## src/rtl/limbus_sysid_check.sv

```systemverilog
// Limbus system-ID integrity checker.
// Reads ID and timestamp words over Avalon-MM, compares, retries, publishes status.
module limbus_sysid_check #(
   parameter logic [31:0] EXP_ID         = 32'd0,
   parameter logic [31:0] EXP_TS         = 32'd1383563533,
   parameter int          READ_LATENCY   = 0,
   parameter int          MAX_RETRY      = 3,
   parameter logic [23:0] RECHECK_CYCLES = 24'd0,
   parameter bit          AUTO_START     = 1'b1
) (
   input  logic        clock,
   input  logic        reset_n,
   input  logic        start,
   output logic        avm_address,
   output logic        avm_read,
   input  logic        avm_waitrequest,
   input  logic [31:0] avm_readdata,
   output logic        busy,
   output logic        done,
   output logic        valid,
   output logic        pass,
   output logic        id_mismatch,
   output logic        ts_mismatch,
   output logic [31:0] id_value,
   output logic [31:0] ts_value,
   output logic [3:0]  retry_cnt
);

   typedef enum logic [2:0] {
      IDLE,
      RD_ID,
      LAT_ID,
      RD_TS,
      LAT_TS,
      CHECK,
      HOLD
   } state_t;

   localparam logic [1:0] LAT_M1 =
      (READ_LATENCY > 0) ? 2'(READ_LATENCY - 1) : 2'd0;
   localparam logic [3:0] RETRY_MAX = 4'(MAX_RETRY);

   state_t      state;
   logic        auto_pend;
   logic [1:0]  lat_cnt;
   logic [23:0] hold_cnt;
   logic [31:0] id_cap;
   logic [31:0] ts_cap;
   logic        id_bad;
   logic        ts_bad;

   // Compare the shadow captures against the build-time words
   always_comb begin
      id_bad = (id_cap != EXP_ID);
      ts_bad = (ts_cap != EXP_TS);
   end

   // Read sequencer; published status only changes on a terminal check
   always_ff @(posedge clock or negedge reset_n) begin
      if (!reset_n) begin
         state       <= IDLE;
         auto_pend   <= AUTO_START;
         lat_cnt     <= 2'd0;
         hold_cnt    <= 24'd0;
         id_cap      <= 32'd0;
         ts_cap      <= 32'd0;
         avm_read    <= 1'b0;
         avm_address <= 1'b0;
         busy        <= 1'b0;
         done        <= 1'b0;
         valid       <= 1'b0;
         pass        <= 1'b0;
         id_mismatch <= 1'b0;
         ts_mismatch <= 1'b0;
         id_value    <= 32'd0;
         ts_value    <= 32'd0;
         retry_cnt   <= 4'd0;
      end else begin
         done <= 1'b0;
         unique case (state)
            IDLE: begin
               if (start || auto_pend) begin
                  auto_pend   <= 1'b0;
                  retry_cnt   <= 4'd0;
                  state       <= RD_ID;
                  avm_read    <= 1'b1;
                  avm_address <= 1'b0;
                  busy        <= 1'b1;
               end
            end
            RD_ID: begin
               if (!avm_waitrequest) begin
                  if (READ_LATENCY == 0) begin
                     id_cap      <= avm_readdata;
                     state       <= RD_TS;
                     avm_address <= 1'b1;
                  end else begin
                     lat_cnt  <= LAT_M1;
                     state    <= LAT_ID;
                     avm_read <= 1'b0;
                  end
               end
            end
            LAT_ID: begin
               if (lat_cnt == 2'd0) begin
                  id_cap      <= avm_readdata;
                  state       <= RD_TS;
                  avm_read    <= 1'b1;
                  avm_address <= 1'b1;
               end else begin
                  lat_cnt <= lat_cnt - 2'd1;
               end
            end
            RD_TS: begin
               if (!avm_waitrequest) begin
                  if (READ_LATENCY == 0) begin
                     ts_cap      <= avm_readdata;
                     state       <= CHECK;
                     avm_read    <= 1'b0;
                     avm_address <= 1'b0;
                  end else begin
                     lat_cnt  <= LAT_M1;
                     state    <= LAT_TS;
                     avm_read <= 1'b0;
                  end
               end
            end
            LAT_TS: begin
               if (lat_cnt == 2'd0) begin
                  ts_cap      <= avm_readdata;
                  state       <= CHECK;
                  avm_address <= 1'b0;
               end else begin
                  lat_cnt <= lat_cnt - 2'd1;
               end
            end
            CHECK: begin
               if ((id_bad || ts_bad) && (retry_cnt < RETRY_MAX)) begin
                  retry_cnt   <= retry_cnt + 4'd1;
                  state       <= RD_ID;
                  avm_read    <= 1'b1;
                  avm_address <= 1'b0;
               end else begin
                  pass        <= !(id_bad || ts_bad);
                  id_mismatch <= id_bad;
                  ts_mismatch <= ts_bad;
                  id_value    <= id_cap;
                  ts_value    <= ts_cap;
                  done        <= 1'b1;
                  valid       <= 1'b1;
                  busy        <= 1'b0;
                  hold_cnt    <= RECHECK_CYCLES;
                  state       <= HOLD;
               end
            end
            HOLD: begin
               if (start) begin
                  retry_cnt   <= 4'd0;
                  hold_cnt    <= 24'd0;
                  state       <= RD_ID;
                  avm_read    <= 1'b1;
                  avm_address <= 1'b0;
                  busy        <= 1'b1;
               end else if (RECHECK_CYCLES != 24'd0) begin
                  if (hold_cnt == 24'd0) begin
                     retry_cnt   <= 4'd0;
                     state       <= RD_ID;
                     avm_read    <= 1'b1;
                     avm_address <= 1'b0;
                     busy        <= 1'b1;
                  end else begin
                     hold_cnt <= hold_cnt - 24'd1;
                  end
               end
            end
            default: begin
               state    <= IDLE;
               avm_read <= 1'b0;
               busy     <= 1'b0;
            end
         endcase
      end
   end

endmodule

```

## config.mk

```make
export PLATFORM = sky130hd
export DESIGN_NAME = limbus_sysid_check
export DESIGN_NICKNAME = d
export VERILOG_FILES = /design/src/rtl/limbus_sysid_check.sv
export SDC_FILE = /design/constraint.sdc
export NUM_CORES = 1
export LEC_CHECK = 0
export CORE_MARGIN = 1
export CORE_UTILIZATION = 47
export DETAILED_ROUTE_END_ITERATION = 16
export GPL_ROUTABILITY_DRIVEN = 1
export MAX_ROUTING_LAYER = met4
export PLACE_DENSITY = 0.79
export SYNTH_ARGS = -nofsm -noshare
export SYNTH_HDL_FRONTEND = slang
export SYNTH_SLANG_ARGS = --single-unit
```

## constraint.sdc

```tcl
create_clock -name clock -period 2.1 [get_ports clock]
set_clock_uncertainty 0.1 [all_clocks]
set_input_delay 0.63 -clock clock [delete_from_list [all_inputs] [get_ports clock]]
set_output_delay 0.63 -clock clock [all_outputs]
set_load 0.05 [all_outputs]
```

==> results.json, run 1 <==
{
  "synth_area_leader_cell": "dfrtp_1",
  "pin_count": 112,
  "end_kind": "register",
  "antenna_found_initial": 0,
  "stdcell_count": 768,
  "drive_gt1_share_pct": 56.83,
  "num_vias": 3984,
  "p_per_area_nw_per_um2": 1343,
  "grt_pass1_vias": 4257,
  "drtAntennaViolNets": 0,
  "drv_slew": 0,
  "wl_per_cell_um": 17.87,
  "ys_warn_count": 0,
  "clk-insertion-delay-late_ns": 0.41,
  "dr.pass1.iters": 4,
  "failed_checks": "negative setup slack",
  "synth-seq-cells": 146,
  "worst_pin_slew_ns": 0.5298,
  "path_max_fanout": 39,
  "critPathRequiredTime_ns": 2.29,
  "drt_iter0_markers": 329,
  "reg2reg_from": "id_cap[26]",
  "cts_buffer_depth": 2,
  "slew_headroom_pct": 64.68,
  "synth_area_leaders": "dfrtp_1 61%, mux2_2 21%, mux2_4 4.1%, nor4_1 0.95%, buf_2 0.59%",
  "yosysMostFrequentCell": "dfrtp_1",
  "total_power_mw": 11.32,
  "max_freq_mhz": 435.0,
  "syn2layout_area_growth_pct": 42.79,
  "core-area_sq_um": 12110,
  "fin_nets": 625,
  "drc": 0,
  "critical_path_class": "register to register",
  "dp_hpwl_um": 9403,
  "cts_num_sinks": 146,
  "synth_nets": 427,
  "ys_types": 48,
  "fin_util_pct": 69.57,
  "synth.top_cell.area_share_pct": 61.49,
  "wl_um": 13720,
  "placed_cells": 729,
  "yosysSeqAreaShare_pct": 61.94,
  "netlist_area_sq_um": 5901,
  "synthCells": 389,
  "clock_tree.htree_level_count": 4,
  "fin_crit_sh_pct": 109.5,
  "report.final.hold_viol_count": 0,
  "synth_ff_type": "dfrtp_1",
  "die_area_sq_um": 13010,
  "startpoint_type": "register",
  "cts_tree": "yes",
  "rsz0062_at_grt": "true",
  "startpoint": "id_cap[26]",
  "holdBufCountCts": 0,
  "setup_viol": 75,
  "port_buffers": 111,
  "peakVddDrop_mv": 0.5827,
  "syn_area_per_cell_sq_um": 15.17,
  "reg2reg_slack_ns": -0.20,
  "p_leak_nw": 4.148,
  "gp_congestion": 0.9073,
  "crit_arrival_ns": 2.49,
  "hold_path.class": "primary input to async pin",
  "vias_per_cell": 5.188,
  "die_w_um": 114.0,
  "grt_overflow": 0,
  "dieHeight_um": 114.0,
  "start_util_pct": 48.72,
  "cts_buffers": 17,
  "cts_root_buf": "clkbuf_16",
  "dp_slack_ns": -0.3126,
  "maxCapViolCount": 0,
  "rows": 40,
  "status": "finished, violations left",
  "synth_edf_count": 0,
  "async_reset_ff_share_pct": 100.0,
  "gr-usage-all-layers_pct": 23.15,
  "grt_max_degree": 55,
  "fin_ws_ns": -0.1986,
  "antennaDiodeCount": 0,
  "period_needed_ns": 2.299,
  "path_clk_slew_ns": 0.06,
  "grt_pass1_wl_um": 22050,
  "synthTopCellsByCount": "145 x dfrtp_1, 112 x mux2_2, 16 x mux2_4"
}
metal layers:
metal	vias to the layer above	track usage, %	share of wire, %
met2	103	37.17	50
met5	-	-	0
met3	21	4.304	3.4
li1	1814	-	-
met4	0	8.658	1.7
met1	2046	29.35	45
state kept, by name, summed over array words and instances (netlist names):
| name | flops |
|---|---|
| lat_cnt | 2 |
| ts_mismatch | 1 |
| auto_pend | 1 |
| state | 3 |
| id_mismatch | 1 |
| id_value | 32 |
| busy | 1 |
| avm_read | 1 |
| id_cap | 32 |
| pass | 1 |
| valid | 1 |
| retry_cnt | 4 |
| ts_cap | 32 |
| ts_value | 32 |
| avm_address | 1 |
| done | 1 |
worst max-delay path: stages (launching register included):
cell and delay, ns:
dfrtp_1 0.38, nor4_1 0.35, buf_4 0.17, nand4_1 0.17, nor4_4 0.35, o21ai_4 0.13
buf_12 0.21, mux2_2 0.30
logic make-up after synthesis:
group                    synth area share [%]
AO/OA/AOI/OAI                           3.817
XOR/XNOR                               0.2969
adder cells (fa/ha/maj)                0.4240
buffers and inverters                   1.993
flip-flops                              61.94
multiplexers                            25.45
AND/OR/NAND/NOR                         6.086
per-stage QoR:
step	TNS, ns	hold slack [ns]	instance area [sq um]
final	-12.32	0.07724	8426
after detailed placement	-32.75	0.3536	7660
after floorplan	-0.5440	0.2344	5907
after CTS	-11.01	0.08926	8392
after global placement	-28.66	0.3529	7660
after global routing	-19.09	0.1019	8426
what timing repair did:
item	CTS	global route
resized for setup	17	6
endpoints found under the setup margin	78	79
setup buffers	5	3
pin swaps	13	6
area by class of cell:
class / count / area, sq um
clock buffers: 23 / 467.9
clock inverters: 9 / 130.1
fillers: 840 / 3686
inverters: 4 / 15.01
multi-input cells: 220 / 2255
flip-flops and latches: 146 / 3657
well taps: 168 / 210.2
repair buffers: 198 / 1690
power by group:
group / leakage, nW / internal [mW] / switching, mW
logic: 1.98 / 2.25 / 1.75
clock network: 0.291 / 1.93 / 1.13
registers: 1.87 / 3.62 / 0.644
path summary, 6_finish.rpt:
kind | to | cells after the start
setup / recovery | ts_value[24] | 7
setup reg to reg | ts_value[24] | 7
max in group asynchronous | ts_cap[16] | 2
hold reg to reg | valid | 1
min in group clock | valid | 1
hold / removal | state[1] | 1
layout by cell type, fill, tap and decap left out, types with 2 or more instances in the layout:
| cell type | n |
|---|---|
| buf_4 | 151 |
| dfrtp_1 | 143 |
| mux2_2 | 111 |
| clkdlybuf4s50_1 | 34 |
| mux2_4 | 17 |
| clkbuf_16 | 17 |
| buf_12 | 8 |
| nand2_1 | 7 |
| nor2_1 | 7 |
| nor4_1 | 5 |
| nor3_1 | 5 |
| o21ai_0 | 5 |
| buf_6 | 5 |
| inv_1 | 4 |
| nand4_1 | 4 |
| a21o_1 | 4 |
| clkbuf_1 | 4 |
| nor4_4 | 3 |
| and2_1 | 3 |
| nor3b_1 | 3 |
| a21oi_1 | 3 |
| clkinv_2 | 3 |
| bufinv_16 | 3 |
| or3_1 | 2 |
| and4b_1 | 2 |
| nor4bb_2 | 2 |
| nor4_2 | 2 |
| nor2b_1 | 2 |
| nor2_4 | 2 |
| nand3_1 | 2 |
| xnor2_1 | 2 |
| ha_1 | 2 |
| clkbuf_8 | 2 |
| clkinv_4 | 2 |
| dfrtp_2 | 2 |
Power figures use the tool's default switching activity.
==> inputs of run 2 (changes only) <==
--- a/config.mk
+++ b/config.mk
@@ -11,6 +11,7 @@
 export GPL_ROUTABILITY_DRIVEN = 1
 export MAX_ROUTING_LAYER = met4
 export PLACE_DENSITY = 0.79
+export SKIP_CTS_REPAIR_TIMING = 1
 export SYNTH_ARGS = -nofsm -noshare
 export SYNTH_HDL_FRONTEND = slang
 export SYNTH_SLANG_ARGS = --single-unit
==> run 2 against run 1 <==
- the flow still finishes with violations (negative setup slack)
- cell count decreased by 0.13%
- core utilization increased by 0.052 points
- first-iteration DRC count decreased by 8.8%
- critical path type unchanged
- critical endpoint unchanged
- largest cell class unchanged
- largest power group unchanged
- highest routed layer unchanged
==> results.json, run 2 (synthesized netlist as in run 1, its figures left out) <==
{
  "num_vias": 4005,
  "fin_nets": 624,
  "layout_common_cells": "151 x buf_4, 143 x dfrtp_1, 111 x mux2_2, 34 x clkdlybuf4s50_1",
  "placed_cells": 729,
  "reg2reg_from": "id_cap[29]",
  "fin_crit_sh_pct": 109.1,
  "multi_input_area_sq_um": 2272,
  "wl_um": 13780,
  "pin_count": 112,
  "port_buffers": 111,
  "vias_per_cell": 5.222,
  "grt_pass1_vias": 4200,
  "final_area_sq_um": 8432,
  "die_area_sq_um": 13010,
  "hold_path.class": "primary input to async pin",
  "gr-usage-all-layers_pct": 22.93,
  "postPlaceCellArea_sq_um": 7660,
  "syn2layout_area_growth_pct": 42.90,
  "cts_tree": "yes",
  "cts_buffer_depth": 2,
  "drive_gt1_share_pct": 56.76,
  "grt_overflow": 0,
  "drtAntennaViolNets": 0,
  "p_leak_nw": 4.152,
  "r2r-end": "ts_value[24]",
  "grt_pass1_wl_um": 21880,
  "end_kind": "register",
  "start_util_pct": 48.72,
  "drt_iter0_markers": 300,
  "worst_pin_slew_ns": 0.5343,
  "period_needed_ns": 2.291,
  "cts_buffers": 17,
  "slew_headroom_pct": 64.38,
  "core-area_sq_um": 12110,
  "drv_slew": 0,
  "antenna_found_initial": 0,
  "stdcell_count": 767,
  "reg2reg_slack_ns": -0.19,
  "dr.pass1.iters": 4,
  "critical_path_class": "register to register",
  "failed_checks": "negative setup slack",
  "report.final.hold_viol_count": 0,
  "clock_tree.htree_level_count": 4,
  "rsz0062_at_grt": "true",
  "peakVddDrop_mv": 0.5855,
  "clk-insertion-delay-late_ns": 0.41,
  "startpoint": "id_cap[29]",
  "path_clk_slew_ns": 0.06,
  "reg2regPathDepth": 7,
  "crit_end": "ts_value[24]",
  "cts_num_sinks": 146,
  "fin_ws_ns": -0.1908,
  "die_w_um": 114.0,
  "max_freq_mhz": 436.5,
  "final-seq-area_sq_um": 3657,
  "nFillCells": 836,
  "wl_per_cell_um": 17.97,
  "grt_max_degree": 55,
  "status": "finished, violations left",
  "critPathRequiredTime_ns": 2.29,
  "antennaDiodeCount": 0,
  "fin_util_pct": 69.62,
  "dieHeight_um": 114.0,
  "cts_root_buf": "clkbuf_16",
  "maxCapViolCount": 0,
  "dp_hpwl_um": 9403,
  "setup_viol": 74,
  "rows": 40,
  "layout_commonest_cell": "buf_4",
  "gp_congestion": 0.9073,
  "startpoint_type": "register",
  "drc": 0,
  "p_per_area_nw_per_um2": 1348,
  "path_max_fanout": 39,
  "crit_arrival_ns": 2.48
}
[run 2: cell types whose count changed in the layout (fill, tap and decap cells not counted)]
cell      before  now
nor4bb_4       0    1
buf_6          5    4
nor4_4         3    4
nor4bb_2       2    1
nor4_2         2    1
[run 2: how the worst min path moves through the flow]
stage | start | depth (start not counted) | to
floorplan | reset_n | 0 | avm_address
global placement | auto_pend | 1 | auto_pend
detailed placement | valid | 1 | valid
CTS | reset_n | 1 | state[1]
global route | reset_n | 1 | state[1]
finish | reset_n | 1 | state[1]
[run 2: layout make-up]
cell class	count	share of cell area [%]
clock inverters	9	1.543
flip-flops and latches	146	43.37
clock buffers	23	5.550
repair buffers	197	19.91
well taps	168	2.493
inverters	4	0.1781
multi-input cells	220	26.95
[run 2: where the power goes]
group | total [mW] | internal (mW) | switching (mW)
clock network | 3.06 | 1.93 | 1.13
logic | 4.02 | 2.27 | 1.75
registers | 4.28 | 3.62 | 0.660
total | 11.4 | 7.82 | 3.54
[run 2: metal layers]
metal | track usage, % | part of all wire, %
met5 | - | 0
met4 | 8.658 | 1.5
met3 | 4.304 | 4.2
met2 | 36.36 | 50
met1 | 29.42 | 44
[run 2: through the flow]
step | total power [mW] | TNS [ns] | worst slack (ns) | hold WS (ns)
floorplan | 6.217 | -0.5440 | -0.03616 | 0.2344
global placement | 7.910 | -28.66 | -0.2521 | 0.3529
detailed placement | 8.060 | -32.75 | -0.3126 | 0.3536
CTS | 11.19 | -21.74 | -0.3280 | 0.08926
global route | 11.90 | -19.44 | -0.2948 | 0.1033
finish | 11.37 | -11.75 | -0.1908 | 0.07618
[run 2: worst max-delay path, cell delays in order, from the launching register on]
cell and delay [ns]:
dfrtp_1 0.39, nor4_1 0.33, buf_4 0.17, nand4_1 0.16, nor4_4 0.35, o21ai_4 0.13, buf_12 0.21, mux2_2 0.30
==> inputs of run 3 (changes only) <==
--- a/config.mk
+++ b/config.mk
@@ -5,6 +5,7 @@
 export SDC_FILE = /design/constraint.sdc
 export NUM_CORES = 1
 export LEC_CHECK = 0
+export CAP_MARGIN = 5
 export CORE_MARGIN = 1
 export CORE_UTILIZATION = 47
 export DETAILED_ROUTE_END_ITERATION = 16
==> results of run 3 <==
Final layout, timing and power as in run 2 (identical DEF).
